==> src/rtl/manchester_pkg.sv <==
// rtl/manchester_pkg.sv - state type, line levels and parity helper shared by manchester_tx
package manchester_pkg;

  typedef enum logic [2:0] {
    ST_IDLE = 3'd0,
    ST_PRE  = 3'd1,
    ST_DATA = 3'd2,
    ST_PAR  = 3'd3,
    ST_GAP  = 3'd4
  } state_e;

  // Line level when nothing is being sent
  localparam logic MAN_IDLE        = 1'b0;
  // IEEE 802.3 convention: a one is low-then-high, a zero is high-then-low
  localparam logic MAN_ONE_FIRST   = 1'b0;
  localparam logic MAN_ONE_SECOND  = 1'b1;
  localparam logic MAN_ZERO_FIRST  = 1'b1;
  localparam logic MAN_ZERO_SECOND = 1'b0;

  // Widest word the parity helper accepts; narrower words are zero-extended
  localparam int PARITY_MAX_W = 64;

  // Line level for one half of a bit cell
  function automatic logic half_level(input logic bit_val, input logic second_half);
    if (bit_val) begin
      return second_half ? MAN_ONE_SECOND : MAN_ONE_FIRST;
    end
    return second_half ? MAN_ZERO_SECOND : MAN_ZERO_FIRST;
  endfunction

  // Even parity bit: makes the total count of ones (word plus parity) even
  function automatic logic even_parity(input logic [PARITY_MAX_W-1:0] word);
    return ^word;
  endfunction

  function automatic int max3(input int a, input int b, input int c);
    int m;
    m = (a > b) ? a : b;
    return (m > c) ? m : c;
  endfunction

endpackage

==> src/rtl/man_bit_timer.sv <==
// rtl/man_bit_timer.sv - half-bit counter producing half-bit and bit-cell ticks
module man_bit_timer
  import manchester_pkg::*;
#(
  parameter int HALF_PRD = 8
) (
  input  logic clk,
  input  logic rst,
  input  logic restart,
  input  logic run,
  output logic half_tick,
  output logic bit_tick,
  output logic phase
);

  localparam int CW = ($clog2(HALF_PRD) < 1) ? 1 : $clog2(HALF_PRD);
  localparam logic [CW-1:0] CNT_LAST = CW'(HALF_PRD - 1);

  logic [CW-1:0] cnt_q, cnt_d;
  logic          phase_q, phase_d;

  // A tick marks the last cycle of a half-bit; restart wins so a fresh frame starts clean
  assign half_tick = run && !restart && (cnt_q == CNT_LAST);
  assign bit_tick  = half_tick && phase_q;
  assign phase     = phase_q;

  // Next counter and half-phase: wrap the counter and flip the phase at each half-bit end
  always_comb begin
    cnt_d   = cnt_q;
    phase_d = phase_q;
    if (restart) begin
      cnt_d   = '0;
      phase_d = 1'b0;
    end else if (run) begin
      if (cnt_q == CNT_LAST) begin
        cnt_d   = '0;
        phase_d = ~phase_q;
      end else begin
        cnt_d = cnt_q + 1'b1;
      end
    end
  end

  // Counter and phase registers
  always_ff @(posedge clk or posedge rst) begin
    if (rst) begin
      cnt_q   <= '0;
      phase_q <= 1'b0;
    end else begin
      cnt_q   <= cnt_d;
      phase_q <= phase_d;
    end
  end

endmodule

==> src/rtl/manchester_tx.sv <==
// rtl/manchester_tx.sv - framed Manchester line encoder; MANCHESTER_TX_PARITY_EN adds an even parity bit
module manchester_tx
  import manchester_pkg::*;
#(
  parameter int HALF_PRD = 8,
  parameter int DATA_W   = 8,
  parameter int PRE_BITS = 8,
  parameter int GAP_BITS = 2
) (
  input  logic              clk,
  input  logic              rst,
  input  logic [DATA_W-1:0] din,
  input  logic              din_vld,
  output logic              din_rdy,
  output logic              man,
  output logic              busy
);

  localparam int BW = $clog2(max3(PRE_BITS, DATA_W, GAP_BITS) + 1);
  localparam logic [BW-1:0] PRE_LAST  = BW'(PRE_BITS - 1);
  localparam logic [BW-1:0] DATA_LAST = BW'(DATA_W - 1);
  localparam logic [BW-1:0] GAP_LAST  = BW'(GAP_BITS - 1);

  state_e            state_q, state_d;
  logic [BW-1:0]     bit_cnt_q, bit_cnt_d;
  logic [DATA_W-1:0] shift_q, shift_d;
  logic              man_q, man_d;
  logic              busy_q, busy_d;
  logic              rdy_q, rdy_d;
`ifdef MANCHESTER_TX_PARITY_EN
  logic              par_q, par_d;
`endif

  logic accept;
  logic half_tick;
  logic bit_tick;
  logic phase_q;
  logic phase_d;

  assign accept  = din_vld && rdy_q;
  assign din_rdy = rdy_q;
  assign man     = man_q;
  assign busy    = busy_q;

  man_bit_timer #(
    .HALF_PRD (HALF_PRD)
  ) u_timer (
    .clk       (clk),
    .rst       (rst),
    .restart   (accept),
    .run       (busy_q),
    .half_tick (half_tick),
    .bit_tick  (bit_tick),
    .phase     (phase_q)
  );

  // Half-phase the timer will hold next cycle, so the line level is registered in step with it
  assign phase_d = accept ? 1'b0 : (phase_q ^ half_tick);

  // Frame sequencing: advance one bit per completed bit cell, move between sections on the last bit
  always_comb begin
    state_d   = state_q;
    bit_cnt_d = bit_cnt_q;
    shift_d   = shift_q;
    busy_d    = busy_q;
    rdy_d     = rdy_q;
`ifdef MANCHESTER_TX_PARITY_EN
    par_d     = par_q;
`endif
    case (state_q)
      ST_IDLE: begin
        rdy_d = 1'b1;
        if (accept) begin
          state_d   = ST_PRE;
          bit_cnt_d = '0;
          shift_d   = din;
          busy_d    = 1'b1;
          rdy_d     = 1'b0;
`ifdef MANCHESTER_TX_PARITY_EN
          par_d     = even_parity(PARITY_MAX_W'(din));
`endif
        end
      end
      ST_PRE: begin
        if (bit_tick) begin
          if (bit_cnt_q == PRE_LAST) begin
            state_d   = ST_DATA;
            bit_cnt_d = '0;
          end else begin
            bit_cnt_d = bit_cnt_q + 1'b1;
          end
        end
      end
      ST_DATA: begin
        if (bit_tick) begin
          shift_d = shift_q << 1;
          if (bit_cnt_q == DATA_LAST) begin
`ifdef MANCHESTER_TX_PARITY_EN
            state_d = ST_PAR;
`else
            state_d = ST_GAP;
`endif
            bit_cnt_d = '0;
          end else begin
            bit_cnt_d = bit_cnt_q + 1'b1;
          end
        end
      end
`ifdef MANCHESTER_TX_PARITY_EN
      ST_PAR: begin
        if (bit_tick) begin
          state_d   = ST_GAP;
          bit_cnt_d = '0;
        end
      end
`endif
      ST_GAP: begin
        if (bit_tick) begin
          if (bit_cnt_q == GAP_LAST) begin
            state_d   = ST_IDLE;
            bit_cnt_d = '0;
            busy_d    = 1'b0;
            rdy_d     = 1'b1;
          end else begin
            bit_cnt_d = bit_cnt_q + 1'b1;
          end
        end
      end
      default: begin
        state_d   = ST_IDLE;
        bit_cnt_d = '0;
        busy_d    = 1'b0;
        rdy_d     = 1'b0;
      end
    endcase
  end

  // Line level for the coming cycle, taken from where the frame will be after this edge
  always_comb begin
    man_d = MAN_IDLE;
    case (state_d)
      ST_PRE:  man_d = half_level(~bit_cnt_d[0], phase_d);
      ST_DATA: man_d = half_level(shift_d[DATA_W-1], phase_d);
`ifdef MANCHESTER_TX_PARITY_EN
      ST_PAR:  man_d = half_level(par_q, phase_d);
`endif
      default: man_d = MAN_IDLE;
    endcase
  end

  // State, data path and registered outputs; reset drops the line immediately
  always_ff @(posedge clk or posedge rst) begin
    if (rst) begin
      state_q   <= ST_IDLE;
      bit_cnt_q <= '0;
      shift_q   <= '0;
      man_q     <= MAN_IDLE;
      busy_q    <= 1'b0;
      rdy_q     <= 1'b0;
`ifdef MANCHESTER_TX_PARITY_EN
      par_q     <= 1'b0;
`endif
    end else begin
      state_q   <= state_d;
      bit_cnt_q <= bit_cnt_d;
      shift_q   <= shift_d;
      man_q     <= man_d;
      busy_q    <= busy_d;
      rdy_q     <= rdy_d;
`ifdef MANCHESTER_TX_PARITY_EN
      par_q     <= par_d;
`endif
    end
  end

endmodule

==> config.mk <==
export PLATFORM = sky130hd
export DESIGN_NAME = manchester_tx
export DESIGN_NICKNAME = d
export VERILOG_FILES = /design/src/rtl/manchester_pkg.sv /design/src/rtl/man_bit_timer.sv /design/src/rtl/manchester_tx.sv
export SDC_FILE = /design/constraint.sdc
export NUM_CORES = 1
export LEC_CHECK = 0
export BUFFER_PORTS_ARGS = -buffer_cell sky130_fd_sc_hd__buf_2
export CORE_MARGIN = 3
export CORE_UTILIZATION = 60
export DETAILED_ROUTE_END_ITERATION = 6
export GPL_ROUTABILITY_DRIVEN = 1
export PLACE_DENSITY = 0.82
export REMOVE_ABC_BUFFERS = 1
export SLEW_MARGIN = 20
export SYNTH_ARGS = -nofsm -noshare
export SYNTH_HDL_FRONTEND = slang
export SYNTH_SLANG_ARGS = --single-unit
==> constraint.sdc <==
create_clock -name clk -period 4.03 [get_ports clk]
set_input_delay 0.403 -clock clk [delete_from_list [all_inputs] [get_ports clk]]
set_output_delay 0.403 -clock clk [all_outputs]
set_load 0.02 [all_outputs]
==> reports/metrics.cfg <==
[timing]
max_slew_margin_pct=45.87
post-route-worst-setup-slack_ps=1456
setup_viol_count_final=0
report.final.hold_viol_count=0
final.hold.worst_slack_ps=242.8
totalNegativeSetupSlack_ps=0
slew_at_the_pin_closest_to_its_max_slew_limit_ps=811.1
fmax_mhz=388.5
rsz0062_at_grt=false
timing.final.crit_share_pct=63.87
final_min_period_ps=2574
final_max_slew_viol_count=0
skew_ps=3.918

[clocking]
cts.clk_slew.worst_paths_ps=110
clock_tree.htree_level_count=1
clock_tree.buffer_depth=2
cts_tree=built
ctsRootBufferMaster=clkbuf_4
cts_num_sinks=22
cts-hold-fix-buffers=0
post-cts-setup-buffers=0
post_cts.resized_instances=0
cts_made_buffers=3
clk-insertion-delay-late_ps=300

[placement]
pre_cts_ws_ps=1467
portBuffers=13
placed_area_sq_um=1289
number_of_cells_in_the_design_after_placement=164
final_weighted_congestion_of_routability_driven_global_placement=0.8171
post-dp-hpwl_um=1783

[setup_path]
crit_slowest_cell=and4bb_1
critPathArrivalTime_ps=2760
critical_path.max_stage_delay_ps=420
cp_data_required_time_ps=4220
endpoint_kind=flop
worst_path_most_repeated_cell=ha_1
critPathMaxFanout=9
startpoint_type=flop
timing.setup.critical_path_class=reg -> reg
worstPathCellList=ha_1 > ha_1 > nand2_1 > nor2_1 > ha_1 > and4bb_1 > a21oi_2 > a221o_2 > xnor2_1 > a22o_1
reg2reg_setup_slack_ps=1460

[cells_and_area]
layout-drive-gt1-share_pct=14.79
nFillCells=156
syn2layout_area_growth_pct=5.752
postLayoutCoreUtil_pct=71.29
num-nets-final=160
register_area_sq_um=550.5
antenna-diode-count=0
final_cell_count_no_fill=167
multiInputGateArea_sq_um=611.8
final_cell_mix=nand2_1 (22), dfrtp_1 (22), buf_2 (13)
post-route-cell-area_sq_um=1311

[worst_hold_path]
hold_path.class=in -> async

[floorplanning]
top_level_ports=14
die_y_um=51.46
dieArea_sq_um=2648
die_w_um=51.46
floorplan.initialDensity_pct=67.41
core_area_sq_um=1839
floorplan.rows=15

[synthesis]
avg_cell_area_syn_sq_um=9.393
synthSimpleGateAreaFrac_pct=21.39
synth_top_family_by_area=simple AND/OR/NAND/NOR gates
post_synth_instance_area_sq_um=1240
async_flop_share_pct=100.0
synth_area_in_adders_pct=5.045
synth.lib_cells_used.distinct=36
synth-compound-area-share_pct=17.76
yosys_register_bits=22
post_synth_xor_area_fraction_pct=3.532
ys.flop_type=dfrtp_1
synth.area.mux_share_pct=1.615
synth_edf_count=0
yosysSeqAreaShare_pct=44.40
yosysWarnings=0
syn_inst=132

[route]
vias_per_cell=5.820
drt_pass1_iterations=4
final_antenna_net_count=0
initialDrtViolationCount=26
wire_per_inst_um=13.98
detail_route.wirelength_um=2335
drcViolationCount=0
dr_total_vias=972

[pwr]
powerDensity_nw_per_um2=522.1
pwr-share-seq_pct=51.7
power.share.clock_pct=13.7
sw_frac_of_total_pct=36.19
cell_internal_pwr_uw=436.9
power_dissipated_by_switching_net_loads_uw=247.8
total_power_uw=684.7
comb_power_share_pct=34.7
peakVddDrop_v=0.0003306
power_leakage_nw=0.6456

[global_routing]
global_route.overflow_total=0
number_of_global_route_vias_before_repair=920
grt.met2_usage_pct=34.32
grt_first_pass_wirelength_um=4008
grtUsageTotal_pct=20.04
grt-busiest-layer=met2
antenna_violations_before_repair=0
met1_usage_grt_pct=25.00
grt_start_max_net_pins=23
global_route.usage.met3_pct=5.539

[flow_run]
maxCapViolations=0

[status]
run_status=finished clean

==> worst max-delay path, delay by kind of cell (launching register included) <==
kind                     cells  cell delay [ps]
AND/OR/NAND/NOR              3              610
AO/OA/AOI/OAI                3              750
adder cells (fa/ha/maj)      3              570
flip-flops                   1              390
XOR/XNOR                     1              140
==> cells in the mapped netlist, types with 2 or more instances <==
cell,count,area [sq um]
inv_1,8,30.03
and2_1,3,18.77
a21o_1,2,15.01
nand3_1,3,15.01
buf_2,2,10.01
nand4b_1,2,17.52
nor3_1,3,15.01
a32oi_1,2,17.52
a21oi_1,4,20.02
xnor2_1,2,17.52
xor2_1,3,26.28
o21ai_0,7,35.03
and2_4,2,17.52
mux2i_1,2,20.02
buf_4,2,15.01
nand2_1,22,82.58
nor2_1,10,37.54
buf_6,2,22.52
dfrtp_1,22,550.5
a22oi_1,6,45.04
nand2b_1,2,12.51
nor3b_1,3,22.52
ha_1,5,62.56
==> cell type report <==
class                      count  area share, %
sequential                    22          41.98
clock buffer                   3          1.718
inverter                       8          2.290
tap                           25          2.385
multi-input combinational     96          46.66
timing repair buffer          13          4.962
==> per-layer routing <==
| metal | share of wire (%) | vias to the layer above | wire length (um) |
|---|---|---|---|
| li1 | - | 480 | - |
| met1 | 46 | 465 | 1066 |
| met2 | 49 | 25 | 1138 |
| met3 | 5.0 | 2 | 117 |
| met4 | 0.56 | 0 | 13 |
| met5 | 0 | - | 0 |
==> kinds of logic (layout without fill, tap and decap cells) <==
group | after synthesis | after routing
adder cells (fa/ha/maj) | 5 | 5
AO/OA/AOI/OAI | 31 | 31
multiplexers | 2 | 2
buffers and inverters | 14 | 24
XOR/XNOR | 5 | 5
AND/OR/NAND/NOR | 53 | 53
flip-flops | 22 | 22
==> registers in the layout, indices dropped and copies added (netlist names) <==
register / count
shift_q: 8
bit_cnt_q: 4
state_q: 3
u_timer.cnt_q: 3
busy: 1
din_rdy: 1
man: 1
u_timer.phase: 1
==> path summary, 6_finish.rpt <==
kind,from,end,cells past startpoint
max,u_timer.cnt_q[0],man,10
min,rst,u_timer.cnt_q[1],2
max reg2reg,u_timer.cnt_q[0],man,10
min reg2reg,shift_q[1],shift_q[1],2
max in group asynchronous,rst,shift_q[4],2
min in group clk,din[0],shift_q[0],3
==> power groups by stage <==
stage               sequential [mW]  combinational, mW  clock, mW
floorplan                     0.354              0.174          0
global placement              0.354              0.225          0
detailed placement            0.356              0.237          0
CTS                           0.353              0.238     0.0972
global route                  0.365              0.275      0.104
finish                        0.354              0.237     0.0936
Note: power is estimated with default switching activity, not from simulation.
